===== src/rtl/l2_arbiter.sv =====
// ---------------------------------------------------------------------------
// l2_arbiter
//
// Shares the single L2 cache port between the icache miss path and the dcache
// miss/writeback path. One requester owns the L2 port at a time. The owner
// keeps the grant until L2 answers. The L2 completion is then steered back to
// the owner as a one-cycle resp pulse. Contention is settled round-robin
// through last_d, so neither cache can starve the other.
//
// Ports
//   clk, reset          : system clock; synchronous active-high reset
//   i_read, i_addr      : icache line-fill request and miss address
//   i_rdata, i_resp     : fill data and completion pulse to the icache
//   d_read, d_write     : dcache fill / writeback requests
//   d_addr, d_wdata     : dcache address and writeback line
//   d_rdata, d_resp     : fill data and completion pulse to the dcache
//   l2_read, l2_write   : command to L2
//   l2_addr, l2_wdata   : address and write line to L2
//   l2_rdata, l2_resp   : read line and completion from L2
// ---------------------------------------------------------------------------
module l2_arbiter #(
  parameter int ADDR_WIDTH = 16,
  parameter int LINE_WIDTH = 128
) (
  input  logic                  clk,
  input  logic                  reset,

  input  logic                  i_read,
  input  logic [ADDR_WIDTH-1:0] i_addr,
  output logic [LINE_WIDTH-1:0] i_rdata,
  output logic                  i_resp,

  input  logic                  d_read,
  input  logic                  d_write,
  input  logic [ADDR_WIDTH-1:0] d_addr,
  input  logic [LINE_WIDTH-1:0] d_wdata,
  output logic [LINE_WIDTH-1:0] d_rdata,
  output logic                  d_resp,

  output logic                  l2_read,
  output logic                  l2_write,
  output logic [ADDR_WIDTH-1:0] l2_addr,
  output logic [LINE_WIDTH-1:0] l2_wdata,
  input  logic [LINE_WIDTH-1:0] l2_rdata,
  input  logic                  l2_resp
);

  typedef enum logic [1:0] {
    IDLE    = 2'd0,
    SERVE_I = 2'd1,
    SERVE_D = 2'd2
  } state_t;

  state_t state_q, state_d;
  logic   last_d_q, last_d_d;
  // The dcache command type is captured at grant time. If the dcache drops
  // its request before L2 answers, L2 still sees a stable command.
  logic   write_q, write_d;

  logic   i_pend;
  logic   d_pend;

  assign i_pend = i_read;
  assign d_pend = d_read | d_write;

  // Fill data is broadcast to both caches. Only the resp pulse tells a cache
  // that the data is meant for it.
  assign i_rdata = l2_rdata;
  assign d_rdata = l2_rdata;

  // State, fairness and command registers.
  always_ff @(posedge clk) begin
    if (reset) begin
      state_q  <= IDLE;
      last_d_q <= 1'b0;
      write_q  <= 1'b0;
    end else begin
      state_q  <= state_d;
      last_d_q <= last_d_d;
      write_q  <= write_d;
    end
  end

  // Next-state and arbitration. Grants are only issued from IDLE. Every
  // completion therefore passes through one IDLE cycle. This gives the
  // finished cache time to drop its request before it could be re-granted.
  always_comb begin
    state_d  = state_q;
    last_d_d = last_d_q;
    write_d  = write_q;

    unique case (state_q)
      IDLE: begin
        if (i_pend && (!d_pend || last_d_q)) begin
          state_d  = SERVE_I;
          last_d_d = 1'b0;
        end else if (d_pend) begin
          state_d  = SERVE_D;
          last_d_d = 1'b1;
          write_d  = d_write;
        end
      end
      SERVE_I: begin
        if (l2_resp) state_d = IDLE;
      end
      SERVE_D: begin
        if (l2_resp) state_d = IDLE;
      end
      default: state_d = IDLE;
    endcase
  end

  // Output decode. L2 outputs depend only on the owner. Resp is passed
  // straight through from l2_resp so the owner sees it in the same cycle.
  // In IDLE, l2_resp is ignored.
  always_comb begin
    l2_read  = 1'b0;
    l2_write = 1'b0;
    l2_addr  = '0;
    l2_wdata = '0;
    i_resp   = 1'b0;
    d_resp   = 1'b0;

    unique case (state_q)
      SERVE_I: begin
        l2_read = 1'b1;
        l2_addr = i_addr;
        i_resp  = l2_resp;
      end
      SERVE_D: begin
        l2_addr  = d_addr;
        l2_wdata = d_wdata;
        l2_write = write_q;
        l2_read  = ~write_q;
        d_resp   = l2_resp;
      end
      default: ;
    endcase
  end

endmodule


===== config.mk =====
export PLATFORM = sky130hd
export DESIGN_NAME = l2_arbiter
export DESIGN_NICKNAME = d
export VERILOG_FILES = /design/src/rtl/l2_arbiter.sv
export SDC_FILE = /design/constraint.sdc
export NUM_CORES = 1
export LEC_CHECK = 0
export ABC_AREA = 0
export CAP_MARGIN = 20
export CORE_AREA = 8 8 262 264
export DETAILED_ROUTE_END_ITERATION = 12
export DIE_AREA = 0 0 270 272
export GPL_TIMING_DRIVEN = 0
export SYNTH_ARGS = -nofsm -noshare
export SYNTH_HDL_FRONTEND = slang
export SYNTH_SLANG_ARGS = --single-unit

===== constraint.sdc =====
create_clock -name clk -period 1.9 [get_ports clk]
set_input_delay 0.475 -clock clk [delete_from_list [all_inputs] [get_ports clk]]
set_output_delay 0.475 -clock clk [all_outputs]
set_load 0.005 [all_outputs]

==> run summary <==
The run finished, with violations left. The final reports fail on negative setup slack. The worst-case headroom to the max-slew limit came out at 82.5%. After detailed routing, the average wire length per cell comes to 20.4 um. Clock skew on the completed layout was measured at 0.00183 ns. The number of global-route vias before repair is 5,565. The launching element type of the critical path is a register. The required time of the critical path came out at 1.42 ns.

The vias after detailed routing came out at 5,081. The total global routing track utilization is 9.41%. The maximum vdd drop came out at 366 uV. The height of the chip is 272 um. The leakage power is 4.87 nW. The synthesized instance count is 466. The top cell types in the final layout, fill and taps aside, are sky130_fd_sc_hd__clkdlybuf4s50_1, sky130_fd_sc_hd__buf_4, sky130_fd_sc_hd__buf_6, sky130_fd_sc_hd__and2_4, sky130_fd_sc_hd__and2_1. The clock latency on the worst-skew pair is 0.23 ns.

The count of yosys warnings during synthesis came out at 0. After synthesis, the netlist uses 20 different library cells. The library cell used most frequently in the layout, excluding fill and tap cells, is sky130_fd_sc_hd__clkdlybuf4s50_1. The antenna diode count is 0.

The startpoint identified for the worst register-to-register timing path is state_q[1]. Across all register-to-register paths, the minimum setup slack is 0.31 ns. The number of antenna violations at the first check in global routing came out at 5. The first-pass GRT wire length came out at 49,100 um. The area added between synthesis and finish is 238%.

The top cell type's share of synthesized area came out at 58.3%. The tightest min-delay check is of the register to register type. Summing every instance area after synthesis gives 3300 um2. The half-perimeter wire length after placement is 35,300 um. The first detailed-routing pass ran for 4 iterations. The number of top-level design ports is 698. The placer's final routability congestion estimate is 0.756.

The portion of the post-synthesis area used by sequential elements is 2.43%. In this run the number of H-tree levels came out at 1. The worst register-to-register path ends at state_q[1]. The post-layout minimum cycle time came out at 2.06 ns. The filler cell count in the final layout is 7,344. The worst setup path is of the register to output port kind. The number of hold-repair buffers added at the cts stage came out at 0. The number of endpoints with negative hold slack in the final report is 0.

STA classifies the critical path endpoint as an output port. Setup repair after global routing could not meet its margin everywhere. The number of maximum-capacitance constraint violations is 0. The clock sink count is 4. In the final timing run, aggregate negative setup slack is -12.91 ns. The total area of multi-input combinational cells is 1590 um2.

The number of cell rows came out at 94. The data arrival time of the worst path is 1.59 ns. The worst-case setup slack after placement is -1.48 ns. In this run the most critical hold path is launched from last_d_q. At the pin with the least slew margin, the transition time is 0.262 ns. The setup slack of the critical path after layout came out at -0.160 ns. In this run, the number of DRC markers left after iteration 0 of detailed routing was 55. The synthesized design spends more area on one cell type than any other, namely sky130_fd_sc_hd__buf_4. Setup violations remaining at the end of the flow were counted as 135.

TritonCTS built the clock tree. After clock tree synthesis, the clock-pin slew on the worst setup and hold paths is 0.03 ns. Synthesis produced a netlist with a net count of 763. The total count of max-transition violations in the final report came to 0.

The number of buffers added by the clock tree synthesis step is 3. The routed wire length is 39,200 um. In this run the worst path has a maximum fanout of 6. The number of flip-flops and latches in the synthesized netlist came out at 4.

The number of vias per cell after detailed routing came out at 2.64. The overall overflow remaining after global route came out at 0. The average instance in the mapped netlist occupies 7.08 um2. The maximum buffer depth of the clock tree came out at 2.

Based on the critical path, the design can be clocked at up to 485 MHz. The clock root buffer is sky130_fd_sc_hd__clkbuf_16. The worst hold path stage count is 2. The smallest hold slack came out at 0.509 ns. In the final layout, flip-flops and latches occupy 87.6 um2. For hold timing, the worst endpoint is last_d_q. The post-route netlist has 54.4% of its cells at a drive strength greater than 1. For this run, design rule violations remaining after detail routing come to 0. The post-route antenna net violation count came out at 0.

The initial core utilization came out at 5.09%. The width of the die came out at 270 um. The power density over the cells is 411 nW/um2. The largest net degree at the start of global routing is 11. The number of port buffers came out at 569.

The area of the core region is 64,800 um2. After synthesis, the cell types taking the most area are sky130_fd_sc_hd__buf_4, sky130_fd_sc_hd__and2_1, sky130_fd_sc_hd__a22oi_1. The floorplan step defined a die boundary enclosing 73,400 um2.

The part of the cycle the worst path needs is 108%. The count of cells along the worst register-to-register path is 7. For this run, the post-layout net count is 1,361.
worst max-delay path, cell delays in order, from the launching register on:
cell                        delay, ns
sky130_fd_sc_hd__dfxtp_4         0.36
sky130_fd_sc_hd__inv_4           0.05
sky130_fd_sc_hd__ha_4            0.19
sky130_fd_sc_hd__clkbuf_16       0.19
sky130_fd_sc_hd__buf_8           0.16
sky130_fd_sc_hd__clkbuf_16       0.14
sky130_fd_sc_hd__and2_4          0.14
sky130_fd_sc_hd__buf_6           0.11
power breakdown:
group | leakage (nW) | internal (mW) | switching [mW]
Sequential | 0.0345 | 0.102 | 0.0195
Clock | 0.0370 | 0.269 | 0.0636
Combinational | 4.80 | 2.66 | 1.46
logic make-up (layout without fill, tap and decap cells):
kind of cell / Yosys count / count (layout) / synth area share, %
compound gates: 23 / 23 / 5.39
fa+ha+maj: 3 / 3 / 1.14
buf+inv: 278 / 874 / 60.8
flops: 4 / 4 / 2.43
simple gates: 158 / 158 / 30.2
synthesized netlist by cell type:
library cell               number
sky130_fd_sc_hd__dfxtp_1        4
sky130_fd_sc_hd__a211o_1        1
sky130_fd_sc_hd__a21oi_2        1
sky130_fd_sc_hd__nand3b_1       2
sky130_fd_sc_hd__a32o_2         2
sky130_fd_sc_hd__a21boi_1       1
sky130_fd_sc_hd__or4b_4         1
sky130_fd_sc_hd__and2_2         1
sky130_fd_sc_hd__a22oi_1       16
sky130_fd_sc_hd__or2_1          1
sky130_fd_sc_hd__a21oi_1        2
sky130_fd_sc_hd__inv_1          3
sky130_fd_sc_hd__nor2b_1       18
sky130_fd_sc_hd__clkbuf_1      18
sky130_fd_sc_hd__buf_2          1
sky130_fd_sc_hd__and2_1       131
sky130_fd_sc_hd__ha_1           3
sky130_fd_sc_hd__buf_4        256
sky130_fd_sc_hd__nand2_1        1
sky130_fd_sc_hd__nand2b_1       3
metal layers:
layer	vias up	share of wire [%]	GRT usage [%]
met3	26	12	4.66
met5	-	0.094	0
met1	2260	32	8.78
met4	6	1.2	0.581
li1	2366	-	-
met2	423	55	18.9
worst max-delay path by stage:
| stage | slack [ns] | from | endpoint | depth (start not counted) |
|---|---|---|---|---|
| floorplan | 0.25 | state_q[0] | l2_wdata[100] | 5 |
| detailed placement | -1.48 | state_q[0] | l2_wdata[35] | 6 |
| global placement | -1.89 | state_q[0] | l2_wdata[4] | 6 |
| CTS | -0.46 | state_q[0] | l2_wdata[115] | 6 |
| global route | -0.21 | state_q[0] | l2_wdata[50] | 7 |
| finish | -0.16 | state_q[0] | l2_wdata[76] | 7 |
area by class of cell:
cell class / instances / area share (%)
plain buffers: 271 / 19.5
inverters: 3 / 0.146
multi-input cells: 184 / 14.3
flip-flops and latches: 4 / 0.786
repair buffers: 597 / 54.9
clock buffers: 3 / 0.673
well taps: 864 / 9.70
state kept, by name (all words and copies together) (netlist names):
signal    count
write_q       1
last_d_q      1
state_q       2
stage by stage:
stage,cells,area [um2],utilization [%],total power [mW]
floorplan,466,3300,-,1.11
global placement,1899,10100,15.5,3.33
detailed placement,1900,10100,15.6,3.34
CTS,1903,10300,16.0,3.81
global route,1926,11100,17.2,4.88
finish,1926,11100,17.2,4.58
repair_timing:
action / CTS / global route
resized for setup: 312 / 601
endpoints found under the setup margin: 148 / 148
pin swaps: 1 / 9
cloned: 0 / 10
setup buffers: 2 / 15
Power figures use the tool's default switching activity.
